File: config.mk
export PLATFORM = sky130hd
export DESIGN_NAME = psum_acc
export DESIGN_NICKNAME = d
export VERILOG_FILES = /design/src/rtl/psum_acc.sv
export SDC_FILE = /design/constraint.sdc
export NUM_CORES = 1
export LEC_CHECK = 0
export BUFFER_PORTS_ARGS = -buffer_cell sky130_fd_sc_hd__buf_2
export CAP_MARGIN = 20
export CORE_MARGIN = 2
export CORE_UTILIZATION = 50
export CTS_CLUSTER_SIZE = 40
export DETAILED_ROUTE_END_ITERATION = 16
export GPL_ROUTABILITY_DRIVEN = 0
export PLACE_DENSITY = 0.8
export SYNTH_ARGS = -nofsm -noshare
export SYNTH_HDL_FRONTEND = slang
export SYNTH_SLANG_ARGS = --single-unit
File: constraint.sdc
create_clock -name clk -period 5.09 [get_ports clk]
set_input_delay 1.527 -clock clk [delete_from_list [all_inputs] [get_ports clk]]
set_output_delay 1.527 -clock clk [all_outputs]
set_load 0.1 [all_outputs]
File: src/rtl/psum_acc.sv
// psum_acc: partial-sum accumulator between the output FIFO and the psum SRAM.
// For each kij pass it walks n_out vectors. Each vector is popped, added lane-wise
// to the stored partial sum (kij==0 overwrites instead), optionally clamped by
// ReLU on the final kernel position, and written back.

// One lane: signed wrap-around add with an optional negative clamp.
module psum_acc_lane #(
   parameter int psum_bw = 16
) (
   input  logic [psum_bw-1:0] a,
   input  logic [psum_bw-1:0] q,
   input  logic               add_en,
   input  logic               clamp,
   output logic [psum_bw-1:0] sum
);

   logic signed [psum_bw-1:0] s;

   // add (or pass through on the first kernel position), then clamp negatives
   always_comb begin
      s   = add_en ? ($signed(a) + $signed(q)) : $signed(a);
      sum = (clamp && s[psum_bw-1]) ? '0 : s;
   end

endmodule

module psum_acc #(
   parameter int col     = 8,
   parameter int psum_bw = 16,
   parameter int n_out   = 16,
   parameter int n_kij   = 9,
   localparam int aw     = (n_out > 1) ? $clog2(n_out) : 1
) (
   input  logic                   clk,
   input  logic                   reset,
   input  logic                   start,
   input  logic [3:0]             kij,
   input  logic                   relu_en,
   input  logic                   of_valid,
   input  logic [col*psum_bw-1:0] of_out,
   output logic                   of_rd,
   input  logic [col*psum_bw-1:0] P_Q,
   output logic [col*psum_bw-1:0] P_D,
   output logic [aw-1:0]          P_A,
   output logic                   P_CEN,
   output logic                   P_WEN,
   output logic                   busy,
   output logic                   done
);

   typedef enum logic [2:0] {IDLE, FETCH, SRD, ACC, SWR, DONE} state_t;

   localparam logic [3:0]    last_kij = 4'(n_kij - 1);
   localparam logic [aw-1:0] last_cnt = aw'(n_out - 1);

   state_t                   state;
   logic [aw-1:0]            cnt;
   logic [col*psum_bw-1:0]   vec;
   logic [3:0]               kij_q;
   logic                     relu_q;

   logic [col-1:0][psum_bw-1:0] lane_a, lane_q, lane_sum;
   logic                        add_en, clamp;

   // kij==0 writes straight from the FIFO head in FETCH; otherwise the captured
   // vector is summed with SRAM read data during ACC
   assign lane_a = (state == FETCH) ? of_out : vec;
   assign lane_q = P_Q;
   assign add_en = (state == ACC);
   assign clamp  = relu_q && (kij_q == last_kij);

   // show-ahead FIFO: pop in the same cycle the head is captured
   assign of_rd  = (state == FETCH) && of_valid;

   for (genvar i = 0; i < col; i++) begin : g_lane
      psum_acc_lane #(.psum_bw(psum_bw)) u_lane (
         .a      (lane_a[i]),
         .q      (lane_q[i]),
         .add_en (add_en),
         .clamp  (clamp),
         .sum    (lane_sum[i])
      );
   end

   // pass sequencer; SRAM controls are registered so they line up with the state they belong to
   always_ff @(posedge clk) begin
      if (!reset) begin
         state  <= IDLE;
         cnt    <= '0;
         vec    <= '0;
         kij_q  <= '0;
         relu_q <= 1'b0;
         P_CEN  <= 1'b1;
         P_WEN  <= 1'b1;
         P_A    <= '0;
         P_D    <= '0;
         busy   <= 1'b0;
         done   <= 1'b0;
      end else begin
         done <= 1'b0;
         case (state)
            IDLE: if (start) begin
               kij_q  <= kij;
               relu_q <= relu_en;
               cnt    <= '0;
               busy   <= 1'b1;
               state  <= FETCH;
            end
            FETCH: if (of_valid) begin
               vec   <= of_out;
               P_CEN <= 1'b0;
               P_A   <= cnt;
               if (kij_q != '0) begin
                  P_WEN <= 1'b1;
                  state <= SRD;
               end else begin
                  P_WEN <= 1'b0;
                  P_D   <= lane_sum;
                  state <= SWR;
               end
            end
            SRD: begin
               P_CEN <= 1'b1;
               state <= ACC;
            end
            ACC: begin
               P_CEN <= 1'b0;
               P_WEN <= 1'b0;
               P_D   <= lane_sum;
               state <= SWR;
            end
            SWR: begin
               P_CEN <= 1'b1;
               P_WEN <= 1'b1;
               if (cnt == last_cnt) begin
                  done  <= 1'b1;
                  state <= DONE;
               end else begin
                  cnt   <= cnt + 1'b1;
                  state <= FETCH;
               end
            end
            DONE: begin
               busy  <= 1'b0;
               state <= IDLE;
            end
            default: state <= IDLE;
         endcase
      end
   end

endmodule

==> flow_metrics.tcl, run 1 <==
set metrics [dict create \
    worstPathArrival_ns 5.03 \
    dr_total_vias 18000 \
    min-delay-path-class "reg2reg" \
    peakVddDrop_v 0.000220 \
    final-instance-count-excl-fill 3126 \
    r2r_cells 15 \
    totalWireLength_um 57600 \
    area_growth_pct 19.7 \
    root_buffer "clkbuf_16" \
    tns_ns 0 \
    powerDensity_mw_per_mm2 310 \
    h-tree-depth 2 \
    min_to "P_D[2]$_SDFFE_PN0P_" \
    ys_seq_area_share_pct 30.2 \
    grt_overflow_total 0 \
    ys_seq_elements 276 \
    path_clk_slew_ns 0.06 \
    drc_errors 0 \
    rsz0062_at_grt "false" \
    clk_latency_ns 0.53 \
    cts_setup_buffers 0 \
    critPathKind "reg2reg" \
    dr.pass1.iters 6 \
    dieArea_mm2 0.0381 \
    cp-startpoint "state[0]$_SDFFE_PN0P_" \
    p_leak_nw 9.64 \
    crit_path_start_kind "flip-flop" \
    slew_viol_final 0 \
    crit_top_cell "buf_4" \
    cap_viol_max_count 0 \
    setup_viol 0 \
    start_util_pct 50.3 \
    worstHoldPathCells 2 \
    synth_top_family_by_area "compound AO/OA/AOI/OAI gates" \
    synth_flop_cell "dfxtp_1" \
    synth_compound_area_share_pct 22.0 \
    fp.dieW_um 195 \
    multiInputGateArea_mm2 0.0121 \
    cts_made_buffers 35 \
    synthAdderAreaFrac_pct 10.3 \
    path_cells "nand2b_4 > nor2_4 > buf_12 > buf_4 > mux2_2 > ha_1 > a21o_1 > a21oi_2 > a21boi_1 > a21boi_0 > o311ai_0 > o221ai_2 > o21ai_2 > buf_4 > o21ai_0" \
    dp.cells 3049 \
    synth_cell_types 84 \
    fmax_ghz 0.216 \
    register_area_mm2 0.00553 \
    yosys.area.top_type "dfxtp_1" \
    cts.hold.buffers_added 0 \
    reg2reg_setup_slack_ns 0.46 \
    port_buffers 401 \
    clk_path_buf_depth 3 \
    synth_area_leaders "dfxtp_1 (30%), ha_1 (9.4%), nand2_1 (9.2%)" \
    r2r-start "state[0]$_SDFFE_PN0P_" \
    tightestPinTransition_ns 0.937 \
    syn_nets 2680 \
    synth-xor-area-share_pct 4.88 \
    dp_hpwl_um 42000 \
    synthSimpleGateAreaFrac_pct 18.7 \
    critical-path-max-stage-delay_ns 0.58 \
    cp_slowest_cell "o311ai_0" \
    antenna_found_initial 27 \
    cts_tree "done" \
    synth.top_cell.area_share_pct 30.2 \
    fin_crit_sh_pct 90.9 \
    grt_max_degree 81 \
    hold_viol 0 \
    grt_usage_pct 29.2 \
    yosys_warnings 0 \
    muxShareOfSynthArea_pct 9.88 \
    first_iter_violations 987 \
    worstPathMaxFanout 19 \
    detail-route-antenna-nets 0 \
    numClockSinks 276 \
    vias_per_cell 5.77 \
    synthArstFlopShare_pct 0 \
    cts_resized 0 \
    coreArea_mm2 0.0363 \
    grt_pass1_wl_um 90700 \
    wl_per_cell_um 18.4 \
    synth_edf_count 0 \
    reg2reg_to "P_D[18]$_SDFFE_PN0P_" \
    rows 70 \
    syn_inst 2270 \
    status "complete, no violations" \
    placed_area_mm2 0.0206 \
    crit_path_end_kind "flip-flop" \
    syn_area_per_cell_um2 8.05 \
    nets 3028 \
    die_h_um 195 \
    drive_gt1_share_pct 25.0 \
    crit_required_ns 5.50 \
    slew_headroom_pct 37.6 \
    clock_skew_ns 0.00874 \
    hold_path_startpoint "P_D[2]$_SDFFE_PN0P_" \
    min_period_ns 4.63 \
    grt_pass1_vias 17800 \
    nFillCells 3187 \
    boundaryPins 402 \
    syn_area_mm2 0.0183 \
    final_area_mm2 0.0219 \
]
[power breakdown]
| group | total, mW | internal [mW] | switching (mW) | leakage, nW |
|---|---|---|---|---|
| logic | 1.88 | 0.744 | 1.14 | 6.82 |
| clock network | 2.63 | 1.65 | 0.978 | 0.587 |
| registers | 2.28 | 2.24 | 0.0425 | 2.23 |
[critical path, delay by kind of cell, from the launching register on]
| family | cells | cell delay, ns |
|---|---|---|
| flops | 1 | 0.50 |
| buf+inv | 3 | 0.79 |
| mux | 1 | 0.38 |
| fa+ha+maj | 1 | 0.37 |
| simple gates | 2 | 0.52 |
| compound gates | 8 | 1.91 |
[metal layers]
layer | vias up | part of all wire, % | track usage, %
met5 | - | 0.18 | 0
met4 | 16 | 4.0 | 13.3
met3 | 158 | 7.9 | 6.87
met2 | 687 | 46 | 49.2
met1 | 8397 | 42 | 35.4
li1 | 8764 | - | -
[kinds of logic (layout without fill, tap and decap cells)]
group,Yosys count,in the layout
AO/OA/AOI/OAI,641,641
XOR/XNOR,101,101
adder cells (fa/ha/maj),145,145
buffers and inverters,167,536
flip-flops,276,276
multiplexers,166,166
other,0,19
AND/OR/NAND/NOR,774,774
[cell usage in the layout (no fill, tap or decap), drive strengths merged, types with 9 or more instances in the layout]
cell type	netlist	layout
a21o	46	46
nor3	29	29
diode	0	19
mux2i	51	51
a21oi	266	266
ha	137	137
nand3	42	42
dfxtp	276	276
and2	13	13
o41ai	14	14
xnor2	59	59
clkbuf	80	48
xor2	42	42
nor2	133	133
a2111oi	11	11
a22o	25	25
nand2b	20	20
a31oi	10	10
a211o	9	9
o211ai	13	13
and3	20	20
nand3b	9	9
nand4	9	9
o21ai	166	166
inv	47	49
mux2	115	115
buf	40	431
or3	12	12
nand2	449	449
a211oi	19	19
[registers in the layout, summed over array words and instances, names as in the netlist]
register,flops
P_D,128
vec,128
P_A,4
cnt,4
kij_q,4
state,3
P_CEN,1
P_WEN,1
busy,1
done,1
relu_q,1
[synthesized netlist by cell type, drive strengths merged (10+ instances only)]
cell and n:
a2111oi 11, dfxtp 276, xor2 42, nor2 133, inv 47, mux2i 51, xnor2 59, o41ai 14
a31oi 10, and3 20, o21ai 166, a21o 46, nand2b 20, and2 13, a22o 25, nand3 42
mux2 115, o211ai 13, ha 137, or3 12, a21oi 266, nor3 29, a211oi 19, buf 40
nand2 449, clkbuf 80
[how the worst max path moves through the flow]
stage | to | slack, ns
after CTS | P_D[18]$_SDFFE_PN0P_ | 0.54
after global placement | P_D[14]$_SDFFE_PN0P_ | 0.62
after global routing | P_D[18]$_SDFFE_PN0P_ | 0.24
after floorplan | of_rd | 0.79
after detailed placement | P_D[4]$_SDFFE_PN0P_ | 0.53
final | P_D[18]$_SDFFE_PN0P_ | 0.46
[stage by stage]
stage | hold WS (ns) | setup WS [ns] | total power, mW | utilization (%)
5_1_grt | 0.464 | 0.245 | 7.08 | 60.2
6_report | 0.446 | 0.463 | 6.79 | 60.2
3_3_place_gp | 0.430 | 0.624 | 4.10 | 56.8
2_1_floorplan | 0.434 | 0.790 | 3.71 | -
4_1_cts | 0.450 | 0.544 | 6.81 | 60.1
3_5_place_dp | 0.435 | 0.526 | 4.17 | 56.8
[layout make-up]
cell class,count,share of cell area (%)
clock buffers,48,4.65
inverters,47,0.829
clock inverters,10,0.846
diodes,19,0.217
well taps,468,2.67
flip-flops and latches,276,25.2
repair buffers,431,10.5
multi-input cells,1827,55.1
(Power assumes the default switching activity.)
==> run 2, diff against run 1 <==
CORE_UTILIZATION = 56   (was 50)
PLACE_DENSITY = 0.88   (was 0.8)
==> run 2 against run 1 <==
  * Wire length is 0.57% higher
  * Clock skew increased by 0.0026 ns
  * Critical endpoint is now P_D[0]$_SDFFE_PN0P_
  * Combinational power about the same
  * Clock-buffer cell count is 5 lower
  * Largest power group unchanged
  * Register-to-register slack better by 0.18 ns
  * Die area is 11% lower
  * Power is 2.3% lower
==> flow_metrics.tcl, run 2 (synthesized netlist as in run 1, its figures left out) <==
set metrics [dict create \
    status "complete, no violations" \
    seqPwrFrac_pct 34.4 \
    powerDensity_mw_per_mm2 306 \
    antenna_found_initial 26 \
    cts.hold.buffers_added 0 \
    slew_viol_final 0 \
    crit_required_ns 5.51 \
    first_iter_violations 1309 \
    dp.cells 3011 \
    wl_per_cell_um 18.7 \
    p_total_mw 6.63 \
    boundaryPins 402 \
    dr.pass1.iters 6 \
    numClockSinks 276 \
    crit_path_start_kind "flip-flop" \
    p_clk_share_pct 37.3 \
    final_common_cell "nand2_1" \
    final_area_mm2 0.0217 \
    die_h_um 185 \
    cts_resized 0 \
    drive_gt1_share_pct 24.5 \
    start_util_pct 56.5 \
    area_growth_pct 18.4 \
    utilization_pct 66.9 \
    hold_viol 0 \
    final-instance-count-excl-fill 3089 \
    register_area_mm2 0.00553 \
    crit_path_end_kind "flip-flop" \
    grt_usage_pct 32.7 \
    peakVddDrop_v 0.000266 \
    worstPathArrival_ns 4.88 \
    tightestPinTransition_ns 0.988 \
    post-place-ws_ns 0.394 \
    min_period_ns 4.45 \
    cts_made_buffers 31 \
    p_leak_nw 9.52 \
    grt_max_degree 82 \
    h-tree-depth 1 \
    crit_top_cell "o21ai_0" \
    cp_slowest_cell "a21o_1" \
    fmax_ghz 0.225 \
    rsz0062_at_grt "false" \
    critPathKind "reg2reg" \
    setup_ws_ns 0.639 \
    slew_headroom_pct 34.2 \
    intPower_mw 4.51 \
    holdWs_ns 0.447 \
    critical-path-max-stage-delay_ns 0.65 \
    setup_viol 0 \
    cts_setup_buffers 0 \
    drc_errors 0 \
    grt_pass1_vias 18300 \
    grt_overflow_total 0 \
    dieArea_mm2 0.0341 \
    fp.dieW_um 185 \
    dr_total_vias 18600 \
    p_sw_mw 2.12 \
    port_buffers 401 \
    dp_hpwl_um 41200 \
    fin_crit_sh_pct 87.5 \
    placed_area_mm2 0.0205 \
    reg_top3 "P_D x128, vec x128" \
    layout_common_cells "nand2_1 (447), buf_2 (401), dfxtp_1 (276)" \
    totalWireLength_um 57900 \
    min-delay-path-class "reg2reg" \
    worstPathMaxFanout 63 \
    comb_power_share_pct 28.3 \
    cap_viol_max_count 0 \
    detail-route-antenna-nets 0 \
    path_cells "nand2b_4 > nor2_4 > buf_12 > mux2_2 > ha_1 > o21ai_0 > o211ai_1 > a41o_1 > a2111oi_2 > nor3_1 > xor2_1 > a21o_1 > o21ai_0" \
    clock_skew_ns 0.0114 \
    nets 3012 \
    vias_per_cell 6.01 \
    path_clk_slew_ns 0.06 \
    tns_ns 0 \
    coreArea_mm2 0.0324 \
    cts_tree "done" \
    nFillCells 2576 \
    clk_latency_ns 0.57 \
    p_sw_share_pct 32.0 \
    grt_pass1_wl_um 90300 \
    root_buffer "clkbuf_16" \
    rows 66 \
    multiInputGateArea_mm2 0.0121 \
    clk_path_buf_depth 3 \
]
-- run 2: layer usage --
metal | vias up | GRT usage (%) | share of wire, %
met2 | 910 | 54.9 | 46
li1 | 8759 | - | -
met4 | 14 | 17.4 | 5.4
met1 | 8638 | 37.6 | 38
met5 | - | 0 | 0.15
met3 | 235 | 9.35 | 10
-- run 2: worst paths after layout --
kind	slack, ns	from	end	cells after the start
max	0.64	state[2]$_SDFFE_PN0P_	P_D[0]$_SDFFE_PN0P_	13
min	0.45	P_D[99]$_SDFFE_PN0P_	P_D[99]$_SDFFE_PN0P_	1
max reg2reg	0.64	state[2]$_SDFFE_PN0P_	P_D[0]$_SDFFE_PN0P_	13
min reg2reg	0.45	P_D[99]$_SDFFE_PN0P_	P_D[99]$_SDFFE_PN0P_	1
-- run 2: worst max-delay path: cells and delay by family (launching register included) --
family / cells / cell delay, ns
multiplexers: 1 / 0.41
AND/OR/NAND/NOR: 3 / 0.53
XOR/XNOR: 1 / 0.20
flip-flops: 1 / 0.41
adder cells (fa/ha/maj): 1 / 0.34
buffers and inverters: 1 / 0.34
AO/OA/AOI/OAI: 6 / 2.00
-- run 2: final cells by class --
type / count / area share (%)
timing repair buffer: 419 / 10.0
multi-input combinational: 1827 / 55.7
clock inverter: 10 / 1.07
tap: 442 / 2.55
sequential: 276 / 25.5
inverter: 47 / 0.838
clock buffer: 43 / 4.07
antenna: 25 / 0.289
-- run 2: power groups by stage --
stage,clock network (mW),registers [mW],logic [mW]
2_1_floorplan,0,2.47,1.24
3_3_place_gp,0,2.32,1.75
3_5_place_dp,0,2.32,1.83
4_1_cts,2.51,2.28,1.84
5_1_grt,2.58,2.28,2.04
6_report,2.47,2.28,1.88
